$ cat src/rtl/vga_timing_if.sv
// Timing outputs of the text-mode video sequencer, bundled for the pixel generator.
// `FRAME_COUNTER_EN adds the frame_count signal.
interface vga_timing_if #(
  parameter int SUB_PIXEL_WIDTH = 2,
  parameter int PIXEL_WIDTH     = 10,
  parameter int LINE_WIDTH      = 10
);
  logic                       enable;
  logic [SUB_PIXEL_WIDTH-1:0] pixel_state;
  logic [PIXEL_WIDTH-1:0]     pixel_counter;
  logic [LINE_WIDTH-1:0]      line_counter;
  logic                       hsync;
  logic                       vsync;
  logic                       visible;
  logic                       line_start;
  logic                       frame_start;
`ifdef FRAME_COUNTER_EN
  logic [7:0]                 frame_count;
`endif

  modport master (
`ifdef FRAME_COUNTER_EN
    output frame_count,
`endif
    input  enable,
    output pixel_state, pixel_counter, line_counter,
    output hsync, vsync, visible, line_start, frame_start
  );

  modport slave (
`ifdef FRAME_COUNTER_EN
    input  frame_count,
`endif
    output enable,
    input  pixel_state, pixel_counter, line_counter,
    input  hsync, vsync, visible, line_start, frame_start
  );
endinterface

$ cat src/rtl/vga_timing_sequencer.sv
// Master timing sequencer: sub-pixel phase, pixel/line counters and sync decodes.
// `FRAME_COUNTER_EN adds an 8-bit wrapping frame counter on the interface.
module vga_timing_sequencer #(
  parameter int SUB_PIXEL_WIDTH = 2,
  parameter int PIXEL_WIDTH     = 10,
  parameter int LINE_WIDTH      = 10,
  parameter int H_VISIBLE       = 640,
  parameter int H_FRONT         = 16,
  parameter int H_SYNC          = 96,
  parameter int H_BACK          = 48,
  parameter int V_VISIBLE       = 480,
  parameter int V_FRONT         = 10,
  parameter int V_SYNC          = 2,
  parameter int V_BACK          = 33
) (
  input  logic         clk,
  input  logic         reset,
  vga_timing_if.master bus
);
  localparam int PIXELS = H_VISIBLE + H_FRONT + H_SYNC + H_BACK;
  localparam int LINES  = V_VISIBLE + V_FRONT + V_SYNC + V_BACK;

  localparam logic [PIXEL_WIDTH-1:0] PIX_LAST = PIXEL_WIDTH'(PIXELS - 1);
  localparam logic [PIXEL_WIDTH-1:0] PIX_VIS  = PIXEL_WIDTH'(H_VISIBLE);
  localparam logic [PIXEL_WIDTH-1:0] HS_BEG   = PIXEL_WIDTH'(H_VISIBLE + H_FRONT);
  localparam logic [PIXEL_WIDTH-1:0] HS_END   = PIXEL_WIDTH'(H_VISIBLE + H_FRONT + H_SYNC);
  localparam logic [LINE_WIDTH-1:0]  LINE_LAST = LINE_WIDTH'(LINES - 1);
  localparam logic [LINE_WIDTH-1:0]  LINE_VIS  = LINE_WIDTH'(V_VISIBLE);
  localparam logic [LINE_WIDTH-1:0]  VS_BEG    = LINE_WIDTH'(V_VISIBLE + V_FRONT);
  localparam logic [LINE_WIDTH-1:0]  VS_END    = LINE_WIDTH'(V_VISIBLE + V_FRONT + V_SYNC);

  localparam logic [SUB_PIXEL_WIDTH-1:0] PH_DRAW = '1;

  logic [SUB_PIXEL_WIDTH-1:0] phase;
  logic [PIXEL_WIDTH-1:0]     pix;
  logic [LINE_WIDTH-1:0]      line;
  logic                       pix_wrap, line_wrap;

  // >= so a corrupted counter still returns to 0 on its next step
  assign pix_wrap  = (pix  >= PIX_LAST);
  assign line_wrap = (line >= LINE_LAST);

  always_ff @(posedge clk or posedge reset) begin
    if (reset) begin
      phase <= '0;
      pix   <= '0;
      line  <= '0;
    end else if (bus.enable) begin
      phase <= phase + 1'b1;
      if (phase == PH_DRAW) begin
        pix <= pix_wrap ? '0 : pix + 1'b1;
        if (pix_wrap)
          line <= line_wrap ? '0 : line + 1'b1;
      end
    end
  end

  assign bus.pixel_state   = phase;
  assign bus.pixel_counter = pix;
  assign bus.line_counter  = line;
  assign bus.hsync         = !((pix  >= HS_BEG) && (pix  < HS_END));
  assign bus.vsync         = !((line >= VS_BEG) && (line < VS_END));
  assign bus.visible       = bus.enable && (pix < PIX_VIS) && (line < LINE_VIS);
  assign bus.line_start    = bus.enable && (pix == '0) && (phase == '0);
  assign bus.frame_start   = bus.line_start && (line == '0);

`ifdef FRAME_COUNTER_EN
  logic [7:0] frame_cnt;

  // frame_start already carries enable, so the count holds while frozen
  always_ff @(posedge clk or posedge reset) begin
    if (reset)                frame_cnt <= '0;
    else if (bus.frame_start) frame_cnt <= frame_cnt + 1'b1;
  end

  assign bus.frame_count = frame_cnt;
`endif
endmodule

$ cat src/flat_wrapper.sv
// flat-port wrapper written by rule: the top's interface ports become plain ports
module vga_timing_sequencer_flat 
#(
  parameter int SUB_PIXEL_WIDTH = 2,
  parameter int PIXEL_WIDTH     = 10,
  parameter int LINE_WIDTH      = 10,
  parameter int H_VISIBLE       = 640,
  parameter int H_FRONT         = 16,
  parameter int H_SYNC          = 96,
  parameter int H_BACK          = 48,
  parameter int V_VISIBLE       = 480,
  parameter int V_FRONT         = 10,
  parameter int V_SYNC          = 2,
  parameter int V_BACK          = 33
)
  (clk, reset, bus_enable, bus_pixel_state, bus_pixel_counter, bus_line_counter, bus_hsync, bus_vsync, bus_visible, bus_line_start, bus_frame_start);
  vga_timing_if #(.SUB_PIXEL_WIDTH(SUB_PIXEL_WIDTH), .PIXEL_WIDTH(PIXEL_WIDTH), .LINE_WIDTH(LINE_WIDTH)) bus_i ();
  input  logic clk;
  input  logic reset;
  input wire logic [$bits(bus_i.enable)-1:0] bus_enable;
  output wire logic [$bits(bus_i.pixel_state)-1:0] bus_pixel_state;
  output wire logic [$bits(bus_i.pixel_counter)-1:0] bus_pixel_counter;
  output wire logic [$bits(bus_i.line_counter)-1:0] bus_line_counter;
  output wire logic [$bits(bus_i.hsync)-1:0] bus_hsync;
  output wire logic [$bits(bus_i.vsync)-1:0] bus_vsync;
  output wire logic [$bits(bus_i.visible)-1:0] bus_visible;
  output wire logic [$bits(bus_i.line_start)-1:0] bus_line_start;
  output wire logic [$bits(bus_i.frame_start)-1:0] bus_frame_start;
  assign bus_i.enable = bus_enable;
  assign bus_pixel_state = bus_i.pixel_state;
  assign bus_pixel_counter = bus_i.pixel_counter;
  assign bus_line_counter = bus_i.line_counter;
  assign bus_hsync = bus_i.hsync;
  assign bus_vsync = bus_i.vsync;
  assign bus_visible = bus_i.visible;
  assign bus_line_start = bus_i.line_start;
  assign bus_frame_start = bus_i.frame_start;
  vga_timing_sequencer #(.SUB_PIXEL_WIDTH(SUB_PIXEL_WIDTH), .PIXEL_WIDTH(PIXEL_WIDTH), .LINE_WIDTH(LINE_WIDTH), .H_VISIBLE(H_VISIBLE), .H_FRONT(H_FRONT), .H_SYNC(H_SYNC), .H_BACK(H_BACK), .V_VISIBLE(V_VISIBLE), .V_FRONT(V_FRONT), .V_SYNC(V_SYNC), .V_BACK(V_BACK)) u_core (.clk(clk), .reset(reset), .bus(bus_i));
endmodule
$ cat config.mk
export PLATFORM = sky130hd
export DESIGN_NAME = vga_timing_sequencer_flat
export DESIGN_NICKNAME = d
export VERILOG_FILES = /design/src/rtl/vga_timing_if.sv /design/src/rtl/vga_timing_sequencer.sv /design/src/flat_wrapper.sv
export SDC_FILE = /design/constraint.sdc
export NUM_CORES = 1
export LEC_CHECK = 0
export ABC_CLOCK_PERIOD_IN_PS = 1800
export CAP_MARGIN = 20
export CORE_UTILIZATION = 49
export DETAILED_ROUTE_END_ITERATION = 10
export GPL_ROUTABILITY_DRIVEN = 0
export HOLD_SLACK_MARGIN = 0.12
export PLACE_DENSITY = 0.75
export SYNTH_ARGS = -nofsm -noshare
export SYNTH_HDL_FRONTEND = slang
export SYNTH_SLANG_ARGS = --single-unit
$ cat constraint.sdc
create_clock -name clk -period 1.8 [get_ports clk]
set_input_delay 0.36 -clock clk [delete_from_list [all_inputs] [get_ports clk]]
set_output_delay 0.36 -clock clk [all_outputs]
set_load 0.05 [all_outputs]
Word-level counts from Yosys, hierarchy flattened
Cells that the tools add are included.

operators by class
  add/sub/neg operators = 3
  order comparisons = 8
  equality and inequality tests = 1
  muxes and demuxes = 2
  reductions and logical operators = 14

operators with widths
  cell                                                          number
  >= comparator 10 bit (second input constant)                  3
  adder 10 x 1 -> 10 bit (second input constant)                2
  zero test 10 bit                                              2
  less-than comparator 10 bit (second input constant)           2
  less-than comparator 10 x 9 -> 1 bit (second input constant)  2
  2-to-1 mux 10 bit                                             2
  >= comparator 10 x 9 -> 1 bit (second input constant)         1
  logical AND 1 bit                                             7
  AND reduction 3 bit                                           1
  adder 2 x 1 -> 2 bit (second input constant)                  1
  equality test 2 bit (second input constant)                   1
  zero test 1 bit                                               2
  zero test 2 bit                                               1
  AND reduction 2 bit                                           1

storage, ports and cells
  bits in registers = 22
  input bits = 3
  output and inout port bits = 27
  logic and storage cells = 31

Depth between registers and ports, before layout
  word-level depth = 4
  gate-level depth with buffers = 6
  gate-level depth less buffers = 6

Worst setup path after synthesis
Ideal clock, no wire load.

  kind = register -> output
  start = register u_core.line[5] (netlist: u_core.bus.line_counter[5])
  end = output bus_visible
  arrival = 2470 ps
  data required time = 1440 ps
  setup slack = -1030 ps
  cell stages (with the launch flop) = 3
  path buffers = 0
  cell sequence = dfrtp_1 and4_1 nor4bb_1

on the way
  cells in the longest elaborated chain, start to end = 2

RTL lines
  what                                  line                        text
  from (decl)                           vga_timing_sequencer.sv:36  logic [LINE_WIDTH-1:0] line;
  from (signal assigned)                vga_timing_sequencer.sv:53  line <= line_wrap ? '0 : line + 1'b1;
  less-than comparator 10 x 9 -> 1 bit  vga_timing_sequencer.sv:63  assign bus.visible = bus.enable && (pix < PIX_VIS) && (line < LINE_VIS);
  logical AND 1 bit                     vga_timing_sequencer.sv:63
  to (decl)                             flat_wrapper.sv:26          output wire logic [$bits(bus_i.visible)-1:0] bus_visible;

No other way between the ends.

Worst setup path in the final report
  start = register u_core.line[7] (netlist: u_core.bus.line_counter[7])
  end = output bus_frame_start

on the way
  cells in the longest elaborated chain, start to end = 2

RTL lines
  what               line                        text
  zero test 10 bit   vga_timing_sequencer.sv:65  assign bus.frame_start = bus.line_start && (line == '0);
  logical AND 1 bit  vga_timing_sequencer.sv:65
  to (decl)          flat_wrapper.sv:28          output wire logic [$bits(bus_i.frame_start)-1:0] bus_frame_start;

No other way between the ends.

==> results.yml <==
outcome:
  outcome: "complete, but fails checks"
  violations: "setup timing"
global_routing:
  track_usage: 0.267
  overflow: 0
  antenna_found_initial: 0
  grt_pass1_vias: 1226
  grt_pass1_wl_um: 5500
  grt_max_degree: 23
synth:
  synth_fp_nets: 152
  synth_top_area_share: 0.420
  synth.avg_cell_area_um2: 9.16
  yosys_register_bits: 22
  synth_top_area_cell: "dfrtp_1"
  synth.area.top_cells: "dfrtp_1 (42%), ha_1 (5.7%), nor2_1 (4.3%)"
  synth-main-ff-cell: "dfrtp_1"
  yosysUniqueCellTypes: 34
  synth_area_mm2: 0.00131
  ys_async_sr_fraction: 1.00
  ys_warn_count: 0
  syn_inst: 143
  synth_edf_count: 0
  yosysSeqAreaShare: 0.420
cells_and_area:
  syn_to_final_growth_pct: 58.9
  antennaDiodeCount: 0
  nets: 216
  finalNonFillerCells: 236
  drive_gt1_frac: 0.510
  finalInstanceArea_mm2: 0.00208
pwr:
  power_density_mw_per_mm2: 867
  total_power_uw: 1800
  peakVddDrop_mv: 1.39
  leakage_uw: 0.000934
floorplan:
  initial_core_util: 0.524
  core-area_mm2: 0.00250
  die_area_mm2: 0.00288
  ios: 30
  die_w_um: 53.7
  die_h_um: 53.7
  row_count: 18
detailed_routing:
  drt_iter0_drc: 32
  num_vias: 1362
  routed_via_density: 5.77
  first_pass_iters: 4
  wl_um: 3820
  drt.antenna.violating_nets: 0
  wl_per_cell_um: 16.2
  drc: 0
worst_setup_path:
  crit_fanout: 2
  cp.arrival_ns: 1.87
  start_kind: "flop"
  worstSetupPathType: "reg2out"
  critical_path_required_ns: 1.44
  crit_path_end_kind: "output pin"
cts:
  cts_hold_buffers: 0
  cts_tree: "yes"
  htreeDepth: 1
  path_clk_slew_ns: 0.13
  cts-root-buf: "clkbuf_4"
  clk_path_buf_depth: 2
  cts-buffers-inserted: 3
  clk_latency_ns: 0.32
  cts.sinks: 22
sta:
  slew-limit-headroom: 0.751
  finalHoldViolCount: 0
  period_needed_ns: 2.23
  finalCritPeriodShare: 1.24
  whs_ns: 0.357
  grt_setup_unrepaired: "yes"
  timing.fmax_mhz: 448
  setup_tns_ns: -0.924
  worst_pin_slew_ns: 0.372
  fin_skew_ns: 0.00137
  final_max_slew_viol_count: 0
  setup_viol: 5
  setup_ws_ns: -0.435
placement:
  io_buffers: 29
  place_area_mm2: 0.00181
  dp_hpwl_um: 2480
  dp.cells: 220
min_path:
  hold_path_class: "in2async"
run:
  maxCapViolCount: 0
[layer usage]
metal | wire length, µm | up-vias | GRT usage
met2 | 1980 | 52 | 0.471
met5 | 0 | - | 0
met1 | 1590 | 659 | 0.318
met4 | 68 | 0 | 0.127
met3 | 174 | 9 | 0.0282
li1 | - | 642 | -
[worst max-delay path, cell delays in order, from the launching register on]
cell and delay [ns]:
dfrtp_2 0.43, or4_4 0.54, and4bb_2 0.31, and2_4 0.14, buf_12 0.13
[Yosys cell counts (all sizes together), types with 3 or more instances]
cell / number
dfrtp: 22
nor2: 15
nand2: 12
nor3: 11
inv: 9
o21ai: 9
nand3: 8
a22o: 6
ha: 6
xnor2: 5
buf: 4
nand4: 4
a21oi: 3
and3: 3
nor2b: 3
[registers in the layout, summed over array words and instances (netlist names)]
register,count
u_core.bus.pixel_state,2
u_core.bus.pixel_counter,10
u_core.bus.line_counter,10
[power by group]
part,switching (µW),leakage [µW],total (µW),internal [µW]
Clock,170,0.0000210,294,124
Combinational,512,0.000635,880,367
Sequential,70.9,0.000277,631,560
Total,753,0.000934,1800,1050
[stage by stage]
stage | worst slack (ns) | utilization
after global routing | -0.480 | 0.833
after detailed placement | -0.218 | 0.725
after CTS | -0.444 | 0.784
final | -0.435 | 0.833
after global placement | -0.141 | 0.725
after floorplan | -0.150 | -
[area by class of cell]
cell class / count / area [µm²]
Multi-Input combinational cell: 107 / 838
Sequential cell: 22 / 564
Tap cell: 30 / 37.5
Timing Repair Buffer: 64 / 572
Inverter: 9 / 33.8
Clock buffer: 4 / 36.3
Fill cell: 150 / 418
[kinds of logic (layout without fill, tap and decap cells)]
family | count (synthesis) | count (layout) | share of synthesized area
buffers and inverters | 14 | 77 | 0.0487
adder cells (fa/ha/maj) | 6 | 6 | 0.0573
AO/OA/AOI/OAI | 26 | 26 | 0.143
multiplexers | 1 | 1 | 0.00860
AND/OR/NAND/NOR | 67 | 67 | 0.275
flip-flops | 22 | 22 | 0.420
XOR/XNOR | 7 | 7 | 0.0468
[final timing paths]
path                                            start                    endpoint  slack, ns  cells after the start
max reg2reg                u_core.bus.line_counter[7]  u_core.bus.line_counter[5]       0.01                      5
max in group asynchronous                       reset  u_core.bus.line_counter[6]       1.19                      3
min                                             reset  u_core.bus.line_counter[0]       0.36                      3
min in group clk           u_core.bus.line_counter[0]  u_core.bus.line_counter[0]       0.65                      2
min reg2reg                u_core.bus.line_counter[0]  u_core.bus.line_counter[0]       0.65                      2
max                        u_core.bus.line_counter[7]             bus_frame_start      -0.43                      4
[cell usage in the layout, fill, tap and decap left out, types with 3 or more instances in the layout]
| cell | count |
|---|---|
| xnor2_1 | 5 |
| buf_4 | 49 |
| nor3_1 | 8 |
| dfrtp_2 | 11 |
| ha_4 | 4 |
| nand2_1 | 10 |
| nand4_1 | 4 |
| nor2_1 | 14 |
| inv_2 | 4 |
| buf_12 | 5 |
| o21ai_0 | 9 |
| clkbuf_4 | 3 |
| buf_6 | 7 |
| a22o_1 | 6 |
| nand3_1 | 7 |
| inv_1 | 5 |
| dfrtp_1 | 11 |
[timing repair]
action	CTS	global route
hold endpoints to repair	0	0
endpoints found under the setup margin	5	14
buffers inserted	5	6
gates cloned	0	1
pin swaps	7	8
gates resized for setup	21	14
Power figures use the tool's default switching activity.
